`src/rtl/fft_stage_collector.sv`:
```
// fft_stage_collector
// Collects one FFT stage's butterfly outputs, arriving as (A,B) pairs in the
// butterfly index-pairing order, scatters them into a local buffer and then
// drains the buffer in natural index order.
//
// Handshake: a transfer happens on any rising edge where valid && ready. A
// source holds valid and its payload until that edge, and ready never waits
// on valid. in_ready is high except while draining. out_valid is high
// throughout the drain. Payload is held stable while out_ready is low.
module fft_stage_collector #(
    parameter int SAMPLES = 8,
    parameter int WIDTH   = 16
) (
    input  logic                       clk,
    input  logic                       reset,
    input  logic [$clog2(SAMPLES)-1:0] stage,
    input  logic                       in_valid,
    output logic                       in_ready,
    input  logic [WIDTH-1:0]           in_a,
    input  logic [WIDTH-1:0]           in_b,
    output logic                       out_valid,
    input  logic                       out_ready,
    output logic [WIDTH-1:0]           out_data,
    output logic [$clog2(SAMPLES)-1:0] out_index,
    output logic                       out_last,
    output logic                       busy,
    output logic                       stage_err
);

    localparam int LOG2  = $clog2(SAMPLES);
    localparam int NPAIR = SAMPLES / 2;

    localparam logic [LOG2-1:0] ONE    = LOG2'(1);
    localparam logic [LOG2-1:0] LAST_P = LOG2'(NPAIR - 1);
    localparam logic [LOG2-1:0] LAST_R = LOG2'(SAMPLES - 1);
    localparam logic [LOG2:0]   LOG2_W = (LOG2 + 1)'(LOG2);

    localparam logic [1:0] ST_IDLE    = 2'd0;
    localparam logic [1:0] ST_COLLECT = 2'd1;
    localparam logic [1:0] ST_DRAIN   = 2'd2;

    logic [1:0]       state;
    logic [LOG2-1:0]  p;
    logic [LOG2-1:0]  r;
    logic [LOG2-1:0]  s_reg;
    logic [WIDTH-1:0] mem [SAMPLES];

    logic            in_xfer;
    logic            out_xfer;
    logic [LOG2-1:0] cur_s;
    logic            legal;
    logic [LOG2-1:0] span;
    logic [LOG2-1:0] j;
    logic [LOG2-1:0] g;
    logic [LOG2:0]   sh1;
    logic [LOG2-1:0] addr_a;
    logic [LOG2-1:0] addr_b;

    assign in_ready  = (state != ST_DRAIN);
    assign out_valid = (state == ST_DRAIN);
    assign busy      = (state != ST_IDLE);
    assign in_xfer   = in_valid && in_ready;
    assign out_xfer  = out_valid && out_ready;

    assign out_data  = out_valid ? mem[r] : '0;
    assign out_index = out_valid ? r : '0;
    assign out_last  = out_valid && (r == LAST_R);

    // Scatter addresses for the current pair; the first pair of a frame uses
    // the live stage input because s_reg is only loaded on that same edge.
    always_comb begin
        cur_s  = (state == ST_IDLE) ? stage : s_reg;
        legal  = ({1'b0, cur_s} < LOG2_W);
        span   = ONE << cur_s;
        j      = p & (span - ONE);
        g      = p >> cur_s;
        sh1    = {1'b0, cur_s} + (LOG2 + 1)'(1);
        addr_a = (g << sh1) + j;
        addr_b = addr_a + span;
    end

    // Frame sequencing: pair counter, drain pointer, stage capture, error flag.
    always_ff @(posedge clk) begin
        if (reset) begin
            state     <= ST_IDLE;
            p         <= '0;
            r         <= '0;
            s_reg     <= '0;
            stage_err <= 1'b0;
        end else begin
            case (state)
                ST_IDLE, ST_COLLECT: begin
                    if (in_xfer) begin
                        if (state == ST_IDLE) begin
                            s_reg <= stage;
                            if (!legal) stage_err <= 1'b1;
                        end
                        if (p == LAST_P) begin
                            p     <= '0;
                            state <= ST_DRAIN;
                        end else begin
                            p     <= p + ONE;
                            state <= ST_COLLECT;
                        end
                    end
                end
                ST_DRAIN: begin
                    if (out_xfer) begin
                        if (r == LAST_R) begin
                            r     <= '0;
                            state <= ST_IDLE;
                        end else begin
                            r <= r + ONE;
                        end
                    end
                end
                default: state <= ST_IDLE;
            endcase
        end
    end

    // Buffer writes: both halves of a pair in its transfer cycle, skipped for
    // an illegal stage so the previous frame's contents survive.
    always_ff @(posedge clk) begin
        if (!reset && in_xfer && legal) begin
            mem[addr_a] <= in_a;
            mem[addr_b] <= in_b;
        end
    end

endmodule

```
`config.mk`:
```
export PLATFORM = sky130hd
export DESIGN_NAME = fft_stage_collector
export DESIGN_NICKNAME = d
export VERILOG_FILES = /design/src/rtl/fft_stage_collector.sv
export SDC_FILE = /design/constraint.sdc
export NUM_CORES = 1
export LEC_CHECK = 0
export CAP_MARGIN = 15
export CORE_ASPECT_RATIO = 1.1
export CORE_MARGIN = 10
export CORE_UTILIZATION = 35
export DETAILED_ROUTE_END_ITERATION = 6
export GPL_TIMING_DRIVEN = 0
export MAX_ROUTING_LAYER = met4
export PLACE_DENSITY_LB_ADDON = 0.1
export RECOVER_POWER = 100
export SYNTH_ARGS = -nofsm -noshare
export SYNTH_HDL_FRONTEND = slang
export SYNTH_SLANG_ARGS = --single-unit
```
`constraint.sdc`:
```
create_clock -name clk -period 12.75 [get_ports clk]
set_input_delay 2.55 -clock clk [delete_from_list [all_inputs] [get_ports clk]]
set_output_delay 2.55 -clock clk [all_outputs]
set_load 0.02 [all_outputs]
```
==> metrics.yaml, run 1 <==
leakage_nw: 3.08
synth_area_um2: 7880
maxSlewHeadroom: -0.722
drt_iter0_markers: 218
worst_slew_pin_slew_ns: 2.51
critPathMaxFanout: 10
root_buffer: "clkbuf_16"
arrival_ns: 8.92
grt_pass1_wl_um: 31500
design.die.area_um2: 28900
grt_max_degree: 17
grtUsageTotal: 0.151
syn-num-nets: 551
synth_seq_cells: 143
status: "finished, violations left"
hold_start: "stage_err$_SDFFE_PP0P_"
synth_edf_count: 128
fmax_mhz: 114
nNetsFinal: 635
reg2reg_to: "mem[5][10]$_DFFE_PP_"
drtPass1Iterations: 4
core-area_um2: 22100
cp.required_ns: 12.92
cts_buffers: 17
top_register: "mem"
via_per_inst: 5.18
pin_count: 63
irDropWorstVdd_v: 0.0000914
drv_slew: 101
start_util: 0.356
clock_path_buffers: 2
n_antenna_cell: 0
h-tree-depth: 4
setup_viol_count_final: 0
worstHoldEndpoint: "stage_err$_SDFFE_PP0P_"
yosysWarnings: 0
async_reset_ff_frac: 0
rsz0062_at_grt: "no"
area_growth_pct: 17.2
power_density_nw_per_um2: 125
finalHoldViolations: 0
ant_nets: 0
place.detailed.hpwl_um: 13200
dr_total_vias: 4611
final.setup.tns_ns: 0
numPortBuffers: 62
wl_per_cell_um: 22.9
crit_path_end_kind: "register"
final_cell_mix: "128 x edfxtp_1, 95 x mux2_2, 40 x clkdlybuf4s50_1"
total_power_w: 0.00115
drcViolationCount: 0
grtUsageMet3: 0.0239
routed_wl_um: 20400
violations: "capacitance limit, slew limit"
postPlaceCellArea_um2: 8960
first_global_vias: 5068
cp-startpoint: "stage[0]"
grt_overflow: 0
ys_seq_area_frac: 0.526
cts_tree: "built"
hold_buffers: 0
rows: 57
grt_util_met1: 0.187
mostFrequentLayoutCell: "edfxtp_1"
startpoint_type: "input port"
cts.clk_slew.worst_paths_ns: 0.06
r2r_slack_ns: 6.07
place_congestion: 0.811
max_cap_viol_count: 7
grt-busiest-layer: "met2"
use_met2: 0.249
synth_cell_type_count: 60
fillers: 2088
reg2reg_from: "state[0]$_SDFFE_PP0P_"
finClkSkew_ns: 0.0108
cts.sinks: 143
fin_crit_ns: 8.75
ys.flop_type: "edfxtp_1"
holdPathStages: 2
die_w_um: 163
critPathKind: "in -> reg"
antenna_found_initial: 0
utilization: 0.418
reg2reg_depth: 19
postCtsSetupBuffers: 0
chipHeight_um: 177
synthCells: 500
hp-class: "reg -> reg"
finalCritPeriodShare: 0.686
stdcell_area_um2: 9230
drive_gt1_frac: 0.279
postCtsResizedCells: 0
insertion_delay_ns: 0.43
largest_reg_flops: 128
avgSynthCellArea_um2: 15.8
## area by class of cell
class,instances,area [um2],share of cell area
sequential,143,4140,0.449
multi-input combinational,320,3330,0.361
timing repair buffer,65,647,0.0701
clock buffer,17,425,0.0461
tap,295,369,0.0400
clock inverter,13,170,0.0184
buffer,29,118,0.0127
inverter,8,30.0,0.00325
## metal layers
layer / wire length, um / part of all wire
met5: 0 / 0
met4: 279 / 0.014
met3: 486 / 0.024
met2: 10300 / 0.51
met1: 9250 / 0.45
## worst max path at each step
stage | endpoint | slack [ns] | depth (start not counted)
after floorplan | mem[0][0]$_DFFE_PP_ | 5.90 | 12
final | mem[5][10]$_DFFE_PP_ | 4.00 | 18
after CTS | mem[5][12]$_DFFE_PP_ | 5.42 | 17
after global routing | mem[5][12]$_DFFE_PP_ | 3.65 | 18
after detailed placement | mem[5][10]$_DFFE_PP_ | 4.98 | 17
after global placement | mem[4][8]$_DFFE_PP_ | 4.01 | 13
## cell families (layout without fill, tap and decap cells)
logic type	after synthesis	in the layout	share of synthesized area
mux	184	184	0.320
flops	143	143	0.526
simple gates	85	85	0.0605
compound gates	37	37	0.0391
buf+inv	37	132	0.0307
fa+ha+maj	12	12	0.0210
xor+xnor	2	2	0.00318
## cells in the mapped netlist (all sizes together), types with 3 or more instances
cell	number	area (um2)
mux2	130	1580
edfxtp	128	3840
mux4	32	721
nor2	29	109
mux2i	22	220
buf	19	174
dfxtp	15	300
nand2	12	45.0
clkbuf	10	37.5
ha	10	125
a21oi	9	45.0
and2	7	43.8
inv	7	26.3
nand3b	5	53.8
nand2b	4	25.0
nand3	4	25.0
nand4	4	31.3
nor2b	4	25.0
nor3	4	20.0
a211oi	3	22.5
a21boi	3	45.1
a21o	3	22.5
o21ai	3	15.0
## power breakdown
part | switching [W] | internal [W] | leakage, nW
registers | 0.00000342 | 0.000526 | 1.28
logic | 0.0000555 | 0.0000502 | 1.52
clock network | 0.000193 | 0.000322 | 0.289
total | 0.000252 | 0.000898 | 3.08
## worst max-delay path, stage by stage
cell,delay (ns)
dlygate4sd3_1,0.54
or3b_1,0.43
and2_0,0.16
clkbuf_1,0.17
ha_1,0.38
nand3b_1,0.11
nor3_1,0.19
ha_1,0.19
fa_1,0.49
fa_1,0.41
inv_1,0.08
nand4_1,0.15
a22o_1,0.27
a22o_1,0.21
clkbuf_1,0.17
a21boi_0,1.26
clkbuf_1,0.73
mux2_2,0.42
## stage by stage
step,worst slack (ns),cells,hold WS (ns)
2_1_floorplan,5.90,500,0.460
5_1_grt,3.65,890,0.507
6_report,4.00,890,0.462
4_1_cts,5.42,888,0.479
3_5_place_dp,4.98,858,0.464
3_3_place_gp,4.01,857,0.458
No activity file was read; power rests on OpenSTA's default activity.
==> inputs of run 2 (changes only) <==
==> constraint.sdc (replaced) <==
create_clock -name clk -period 8.19 [get_ports clk]
set_input_delay 1.638 -clock clk [delete_from_list [all_inputs] [get_ports clk]]
set_output_delay 1.638 -clock clk [all_outputs]
set_load 0.02 [all_outputs]
==> metrics.yaml, run 2 (synthesized netlist as in run 1, its figures left out) <==
status: "finished, violations left"
violations: "capacitance limit, slew limit"
cp-startpoint: "stage[0]"
cts_tree: "built"
maxSlewHeadroom: -0.0630
setup_slack_ns: 1.15
wl_per_cell_um: 22.9
insertion_delay_ns: 0.43
irDropWorstVdd_v: 0.000141
grt_pass1_wl_um: 31500
grtUsageTotal: 0.151
via_per_inst: 5.21
fmax_mhz: 142
root_buffer: "clkbuf_16"
finalCritPeriodShare: 0.860
stdcell_area_um2: 9360
h-tree-depth: 4
nNetsFinal: 635
drcViolationCount: 0
n_antenna_cell: 0
crit_top_cell: "nand4_1"
antenna_found_initial: 0
cts_buffers: 17
postCtsSetupBuffers: 0
reg2reg_depth: 18
max_cap_viol_count: 5
reg2reg_from: "state[0]$_SDFFE_PP0P_"
cpMaxStageDelayCell: "clkbuf_1"
finClkSkew_ns: 0.0132
mostFrequentLayoutCell: "edfxtp_1"
cp_top_family: "simple AND/OR/NAND/NOR gates"
final_cell_mix: "128 x edfxtp_1, 97 x mux2_2, 40 x clkdlybuf4s50_1"
place_congestion: 0.811
die_w_um: 163
cp.required_ns: 8.36
design.die.area_um2: 28900
cp.depth: 17
drtPass1Iterations: 4
cp_slowest_stage_delay_ns: 0.70
post-place-ws_ns: 1.34
first_global_vias: 5068
hold_buffers: 0
p_seq_frac: 0.459
clock_power_share: 0.447
postPlaceCellArea_um2: 8960
rsz0062_at_grt: "no"
drv_slew: 34
p_sw_w: 0.000394
switching_share: 0.220
dr_total_vias: 4635
place.detailed.hpwl_um: 13200
drt_iter0_markers: 226
fillers: 2071
arrival_ns: 7.21
leakage_nw: 3.10
crit_path_end_kind: "register"
grt_overflow: 0
fin_crit_ns: 7.04
drive_gt1_frac: 0.306
holdWs_ns: 0.462
chipHeight_um: 177
hold_start: "stage_err$_SDFFE_PP0P_"
numPortBuffers: 62
startpoint_type: "input port"
core-area_um2: 22100
p_int_w: 0.00140
utilization: 0.423
cts.clk_slew.worst_paths_ns: 0.06
start_util: 0.356
top_register: "mem"
routed_wl_um: 20300
largest_reg_flops: 128
critPathMaxFanout: 10
path_cells: "dlygate4sd3_1, or3b_1, and2_0, clkbuf_1, ha_1, nand3b_1, nor3_1, ha_1, fa_1, fa_1, inv_1, nand4_1, nand4_1, nand4_1, a21boi_4, clkbuf_1, mux2_2"
setup_viol_count_final: 0
critPathKind: "in -> reg"
rows: 57
postCtsResizedCells: 0
final.setup.tns_ns: 0
pin_count: 63
crit_buf_inv: 4
finalHoldViolations: 0
hp-class: "reg -> reg"
holdPathStages: 2
worst_slew_pin_slew_ns: 1.56
p_comb_frac: 0.094
ant_nets: 0
grt_max_degree: 17
cts.sinks: 143
power_density_nw_per_um2: 192
area_growth_pct: 18.8
clock_path_buffers: 2
run 2: changes by cell type in the layout (fill, tap and decap cells not counted), moves of 3 or more:
cell,delta
buf_12,+3
clkbuf_1,-7
mux2i_1,-5
mux2i_2,+4
run 2: worst min-delay path: stages (launching register included):
cell,delay [ns]
dfxtp_1,0.32
a21oi_1,0.04
nor2_1,0.07
run 2: layout make-up:
| type | instances | area, um2 | area share |
|---|---|---|---|
| flip-flops and latches | 143 | 4140 | 0.443 |
| clock inverters | 13 | 170 | 0.0182 |
| well taps | 295 | 369 | 0.0394 |
| inverters | 8 | 30.0 | 0.00321 |
| plain buffers | 29 | 179 | 0.0191 |
| repair buffers | 65 | 658 | 0.0703 |
| multi-input cells | 320 | 3380 | 0.361 |
| clock buffers | 17 | 425 | 0.0455 |
run 2: path summary, 6_finish.rpt:
check	to	slack (ns)
max	mem[5][10]$_DFFE_PP_	1.15
min	stage_err$_SDFFE_PP0P_	0.46
max reg2reg	mem[5][10]$_DFFE_PP_	2.31
min reg2reg	stage_err$_SDFFE_PP0P_	0.46
run 2: routing by layer:
| metal | GRT usage | part of all wire | vias up |
|---|---|---|---|
| met1 | 0.187 | 0.44 | 2386 |
| met5 | - | 0 | - |
| met4 | 0.0477 | 0.010 | 0 |
| met2 | 0.249 | 0.51 | 90 |
| li1 | - | - | 2145 |
| met3 | 0.0239 | 0.036 | 14 |
run 2: stage by stage:
| stage | power (W) | cells |
|---|---|---|
| final | 0.00179 | 890 |
| after global routing | 0.00186 | 890 |
| after detailed placement | 0.00102 | 858 |
| after global placement | 0.00101 | 857 |
| after CTS | 0.00182 | 888 |
| after floorplan | 0.000950 | 500 |
run 2: power by group through the flow:
stage               clock [W]  combinational [W]  sequential [W]
finish               0.000803           0.000169        0.000823
global route         0.000846           0.000187        0.000824
CTS                  0.000815           0.000182        0.000823
detailed placement          0           0.000181        0.000839
global placement            0           0.000173        0.000838
floorplan                   0           0.000113        0.000837
==> inputs of run 3 (changes only) <==
--- a/config.mk
+++ b/config.mk
@@ -14,6 +14,7 @@
 export MAX_ROUTING_LAYER = met4
 export PLACE_DENSITY_LB_ADDON = 0.1
 export RECOVER_POWER = 100
+export SETUP_SLACK_MARGIN = 0.15
 export SYNTH_ARGS = -nofsm -noshare
 export SYNTH_HDL_FRONTEND = slang
 export SYNTH_SLANG_ARGS = --single-unit
==> results of run 3 <==
Same layout as run 2: the final DEF is identical, and so are final timing and power.
